--- src/rtl/move_ctrl_unit.sv ---
// Control sequencer for the move-from/move-to HI/LO instructions.
// It fetches through PC/MAR/MDR, waits on memory with a timeout, then executes MFHI, MFLO, MTHI or MTLO.
module move_ctrl_unit #(
    parameter int                     OPCODE_W = 5,
    parameter logic [OPCODE_W-1:0]    OPC_MFHI = 5'b11001,
    parameter logic [OPCODE_W-1:0]    OPC_MFLO = 5'b11010,
    parameter logic [OPCODE_W-1:0]    OPC_MTHI = 5'b10111,
    parameter logic [OPCODE_W-1:0]    OPC_MTLO = 5'b11000,
    parameter int                     MAX_WAIT = 15,
    parameter int                     CNT_W    = 16
) (
    input  logic                Clock,
    input  logic                Reset,
    input  logic                Run,
    input  logic [OPCODE_W-1:0] IR_op,
    input  logic                Mem_ready,
    output logic                PCout,
    output logic                IncPC,
    output logic                MARin,
    output logic                Zin,
    output logic                Zlowout,
    output logic                PCin,
    output logic                Read,
    output logic                MDRin,
    output logic                MDRout,
    output logic                IRin,
    output logic                Gra,
    output logic                Rin,
    output logic                Rout,
    output logic                HIout,
    output logic                LOout,
    output logic                HIin,
    output logic                LOin,
    output logic                Done,
    output logic                Illegal,
    output logic                Timeout,
    output logic [2:0]          State,
    output logic [CNT_W-1:0]    Instr_count
);

    localparam int WAIT_W = (MAX_WAIT < 1) ? 1 : $clog2(MAX_WAIT + 1);

    typedef enum logic [2:0] {
        S_IDLE = 3'd0,
        S_T0   = 3'd1,
        S_T1   = 3'd2,
        S_T1W  = 3'd3,
        S_T2   = 3'd4,
        S_T3   = 3'd5,
        S_ERR  = 3'd6
    } state_t;

    state_t              r_state;
    state_t              w_next;
    logic [WAIT_W-1:0]   r_wait_cnt;
    logic [WAIT_W-1:0]   w_wait_next;
    logic [CNT_W-1:0]    r_instr_cnt;
    logic                r_illegal;
    logic                r_timeout;
    logic                w_retire;
    logic                w_set_illegal;
    logic                w_set_timeout;

    // NOTE: every signal driven here gets a default first, so no path can leave one unassigned and infer a latch.
    always_comb begin
        w_next        = r_state;
        w_wait_next   = '0;
        w_retire      = 1'b0;
        w_set_illegal = 1'b0;
        w_set_timeout = 1'b0;
        PCout   = 1'b0; IncPC  = 1'b0; MARin = 1'b0; Zin  = 1'b0;
        Zlowout = 1'b0; PCin   = 1'b0; Read  = 1'b0; MDRin = 1'b0;
        MDRout  = 1'b0; IRin   = 1'b0; Gra   = 1'b0; Rin  = 1'b0;
        Rout    = 1'b0; HIout  = 1'b0; LOout = 1'b0; HIin = 1'b0;
        LOin    = 1'b0;

        case (r_state)
            S_IDLE: if (Run) w_next = S_T0;
            S_T0: begin
                PCout = 1'b1; MARin = 1'b1; IncPC = 1'b1; Zin = 1'b1;
                w_next = S_T1;
            end
            S_T1: begin
                Zlowout = 1'b1; PCin = 1'b1; Read = 1'b1; MDRin = 1'b1;
                if (Mem_ready) begin
                    w_next = S_T2;
                end else begin
                    w_next      = S_T1W;
                    w_wait_next = WAIT_W'(1);
                end
            end
            // PCin stays low while waiting so the PC advances once per instruction.
            S_T1W: begin
                Read = 1'b1; MDRin = 1'b1;
                if (Mem_ready) begin
                    w_next = S_T2;
                end else if (r_wait_cnt == WAIT_W'(MAX_WAIT)) begin
                    w_next        = S_ERR;
                    w_set_timeout = 1'b1;
                end else begin
                    w_wait_next = r_wait_cnt + WAIT_W'(1);
                end
            end
            S_T2: begin
                MDRout = 1'b1; IRin = 1'b1;
                w_next = S_T3;
            end
            S_T3: begin
                w_retire = 1'b1;
                if (IR_op == OPC_MFHI) begin
                    HIout = 1'b1; Gra = 1'b1; Rin = 1'b1;
                end else if (IR_op == OPC_MFLO) begin
                    LOout = 1'b1; Gra = 1'b1; Rin = 1'b1;
                end else if (IR_op == OPC_MTHI) begin
                    Gra = 1'b1; Rout = 1'b1; HIin = 1'b1;
                end else if (IR_op == OPC_MTLO) begin
                    Gra = 1'b1; Rout = 1'b1; LOin = 1'b1;
                end else begin
                    w_retire      = 1'b0;
                    w_set_illegal = 1'b1;
                end
                if (w_set_illegal) w_next = S_ERR;
                else               w_next = Run ? S_T0 : S_IDLE;
            end
            S_ERR:   w_next = S_ERR;
            default: w_next = S_IDLE;
        endcase
    end

    // NOTE: state registers use non-blocking assignments so every flop samples pre-edge values.
    always_ff @(posedge Clock) begin
        if (Reset) begin
            r_state     <= S_IDLE;
            r_wait_cnt  <= '0;
            r_instr_cnt <= '0;
            r_illegal   <= 1'b0;
            r_timeout   <= 1'b0;
        end else begin
            r_state    <= w_next;
            r_wait_cnt <= w_wait_next;
            if (w_retire)      r_instr_cnt <= r_instr_cnt + CNT_W'(1);
            if (w_set_illegal) r_illegal   <= 1'b1;
            if (w_set_timeout) r_timeout   <= 1'b1;
        end
    end

    assign Done        = w_retire;
    assign Illegal     = r_illegal;
    assign Timeout     = r_timeout;
    assign State       = r_state;
    assign Instr_count = r_instr_cnt;

endmodule

--- config.mk ---
export PLATFORM = sky130hd
export DESIGN_NAME = move_ctrl_unit
export DESIGN_NICKNAME = d
export VERILOG_FILES = /design/src/rtl/move_ctrl_unit.sv
export SDC_FILE = /design/constraint.sdc
export NUM_CORES = 1
export LEC_CHECK = 0
export BUFFER_PORTS_ARGS = -buffer_cell sky130_fd_sc_hd__buf_2
export CAP_MARGIN = 20
export CORE_AREA = 2 2 60 62
export CTS_CLUSTER_SIZE = 40
export DETAILED_ROUTE_END_ITERATION = 16
export DIE_AREA = 0 0 62 64
export PLACE_DENSITY = 0.72
export RECOVER_POWER = 50
export SLEW_MARGIN = 20
export SYNTH_ARGS = -nofsm -noshare
export SYNTH_HDL_FRONTEND = slang
export SYNTH_SLANG_ARGS = --single-unit
--- constraint.sdc ---
create_clock -name Clock -period 1.55 [get_ports Clock]
set_input_delay 0 -clock Clock [delete_from_list [all_inputs] [get_ports Clock]]
set_output_delay 0 -clock Clock [all_outputs]
set_load 0.1 [all_outputs]
==> results.json <==
{
  "violations": "negative setup slack",
  "ios": 48,
  "design.die.area_um2": 3970,
  "sw_frac_of_total_pct": 38.9,
  "viasPerCell": 5.67,
  "root_buffer": "clkbuf_4",
  "wl_um": 4600,
  "grt_setup_unrepaired": "true",
  "path_clk_slew_ps": 140,
  "synth_mux_area_share_pct": 0.809,
  "antenna_found_initial": 0,
  "synth_top_family_by_area": "simple AND/OR/NAND/NOR gates",
  "synthXorXnorAreaFrac_pct": 1.26,
  "relSlewSlack_pct": 52.0,
  "core_um2": 3280,
  "setup_violations": 16,
  "hp-class": "in -> reg",
  "port-buffer-count": 47,
  "worst_pin_slew_ps": 720,
  "cts_buffers": 3,
  "yosysSeqAreaShare_pct": 35.9,
  "firstDrtPassIters": 5,
  "antenna_cells": 0,
  "fin_worst_skew_ps": 4.36,
  "vias": 1626,
  "nets": 253,
  "finalHoldViolCount": 0,
  "internal_power_w": 0.000906,
  "p_leak_nw": 0.937,
  "synthCells": 169,
  "worst_slack_ps": -194,
  "worstSetupPathType": "reg -> out",
  "ys_top_cells_by_area": "dfxtp_1 (36%), a21oi_1 (5.8%), or4_1 (5.4%), o31ai_1 (4.9%), buf_4 (3.8%)",
  "combinationalPowerShare_pct": 36.9,
  "grt_pass1_vias": 1489,
  "synth-compound-area-share_pct": 22.0,
  "synth_area_leader_cell": "dfxtp_1",
  "finalCritPeriodShare_pct": 113,
  "drtIter0Drc": 135,
  "gp_congestion": 0.802,
  "tns_ps": -1470,
  "final_common_cell": "buf_4",
  "clkLatencyLatePin_ps": 330,
  "crit_arrival_ps": 1740,
  "rows": 21,
  "syn_area_um2": 1390,
  "mostFrequentLayoutCells": "buf_4 (31), buf_12 (17), buf_2 (16), dfxtp_4 (14), clkbuf_2 (13)",
  "crit_path_end_kind": "primary output",
  "synth-simple-area-share_pct": 28.3,
  "synth_fa_ha_area_share_pct": 1.80,
  "syn_to_final_growth_pct": 74.8,
  "routedWlPerCell_um": 16.0,
  "power_density_nw_per_um2": 609,
  "clock.fmax_ghz": 0.573,
  "p_clk_share_pct": 20.3,
  "status": "finished with violations",
  "grt_max_degree": 21,
  "yosysTopAreaCellShare_pct": 35.9,
  "overflow": 0,
  "ys_seq_elements": 25,
  "syn_area_per_cell_um2": 8.24,
  "crit_required_ps": 1550,
  "min_period_ps": 1740,
  "cts_tree": "yes",
  "ys_warn_count": 0,
  "drc_errors": 0,
  "cap_violations": 0,
  "grt_pass1_wl_um": 6800,
  "drive_above_1_share_pct": 57.7,
  "drtAntennaViolNets": 0,
  "cts_num_sinks": 25,
  "critical_path.max_fanout": 7,
  "synth_nets": 180,
  "initial_utilization_pct": 42.4,
  "p_seq_share_pct": 42.9,
  "dpl.hpwl_um": 2990,
  "crit_path_start_kind": "flop",
  "die_w_um": 62,
  "h-tree-depth": 1,
  "irDropWorstVdd_v": 0.000368,
  "cts_max_path_buffers": 2,
  "grt.total_usage_pct": 22.3,
  "maxSlewViolCount": 0,
  "die_h_um": 64,
  "p_switching_w": 0.000577,
  "synth_cell_types": 43,
  "timing.hold.ws_ps": 72.1
}
## synth_stat cells
cell type / n
o31ai_1: 9
and2_1: 4
a31o_2: 1
a21o_1: 1
o21a_1: 3
nor2b_1: 1
buf_4: 7
or4_1: 10
o211ai_1: 3
and4b_4: 1
buf_6: 1
dfxtp_1: 25
nor4b_1: 1
a32oi_1: 1
nor4_1: 3
mux2_2: 1
or2_2: 2
a311oi_1: 1
nor3_1: 3
nand3_1: 7
inv_1: 7
nand3_2: 1
nand2b_1: 2
clkbuf_1: 5
a21oi_1: 16
ha_1: 2
buf_2: 5
or3_1: 3
nand2_1: 8
a32o_1: 1
buf_1: 1
nand4b_1: 1
xnor2_1: 1
o31a_1: 1
o21ai_0: 7
a211o_1: 1
o41ai_1: 1
and3_1: 3
o311ai_0: 1
and4_1: 2
xor2_1: 1
nand4_1: 6
nor2_1: 8
## cell families after synthesis
kind of cell    after synthesis
mux                           1
flops                        25
compound gates               47
xor+xnor                      2
simple gates                 66
fa+ha+maj                     2
buf+inv                      26
## what timing repair did
item	in CTS	in global routing
hold endpoints to repair	2	0
gates cloned	0	1
buffers inserted	5	10
hold buffers	2	0
gates resized for setup	18	22
setup endpoints to repair	24	27
pin swaps	2	9
## cell type report
cell class,count,area (µm²)
multi-input cells,119,942
fillers,212,850
repair buffers,86,817
flip-flops and latches,25,558
well taps,46,57.6
inverters,7,32.5
clock buffers,3,22.5
clock inverters,1,5.00
## worst paths after layout
| kind | startpoint | endpoint | slack, ps | cells after the start |
|---|---|---|---|---|
| worst max register to register | State[1] | Instr_count[4] | -60 | 5 |
| worst min register to register | Instr_count[15] | Instr_count[15] | 500 | 2 |
| worst min-delay path | Reset | Instr_count[6] | 70 | 2 |
| worst max-delay path | State[1] | Done | -190 | 9 |
## metal layers
metal  part of all wire [%]  vias up  GRT usage (%)
met5                      0        -              0
met4                    2.2        0           9.04
met3                    5.6       10           4.66
met2                     51       62           35.4
met1                     41      773           28.6
li1                       -      781              -
## power by group through the flow
stage | registers [W] | logic [W] | clock network (W)
after floorplan | 0.000699 | 0.000310 | 0
after global placement | 0.000647 | 0.000472 | 0
after detailed placement | 0.000648 | 0.000479 | 0
after CTS | 0.000635 | 0.000505 | 0.000302
after global routing | 0.000637 | 0.000562 | 0.000335
final | 0.000636 | 0.000547 | 0.000300
## through the flow
| step | total power, W | setup slack (ps) | std cells | utilization (%) | cell area (µm²) |
|---|---|---|---|---|---|
| 2_1_floorplan | 0.00101 | -1200 | 169 | - | 1560 |
| 6_report | 0.00148 | -194 | 287 | 74.1 | 2430 |
| 3_5_place_dp | 0.00113 | -33.7 | 266 | 64.1 | 2110 |
| 3_3_place_gp | 0.00112 | 4.21 | 266 | 64.1 | 2110 |
| 4_1_cts | 0.00144 | -162 | 277 | 68.8 | 2260 |
| 5_1_grt | 0.00153 | -286 | 287 | 74.1 | 2430 |
## registers in the layout (all words and copies together), names as in the netlist
register and cells:
r_wait_cnt 4, State 3, Instr_count 16, Illegal 1, Timeout 1
## critical path: stages, from the launching register on
cell	delay (ps)
dfxtp_4	370
buf_6	120
inv_4	40
nand4_1	90
buf_6	160
buf_4	130
buf_6	110
nor2_4	110
buf_6	130
buf_12	170
(Power assumes the default switching activity.)
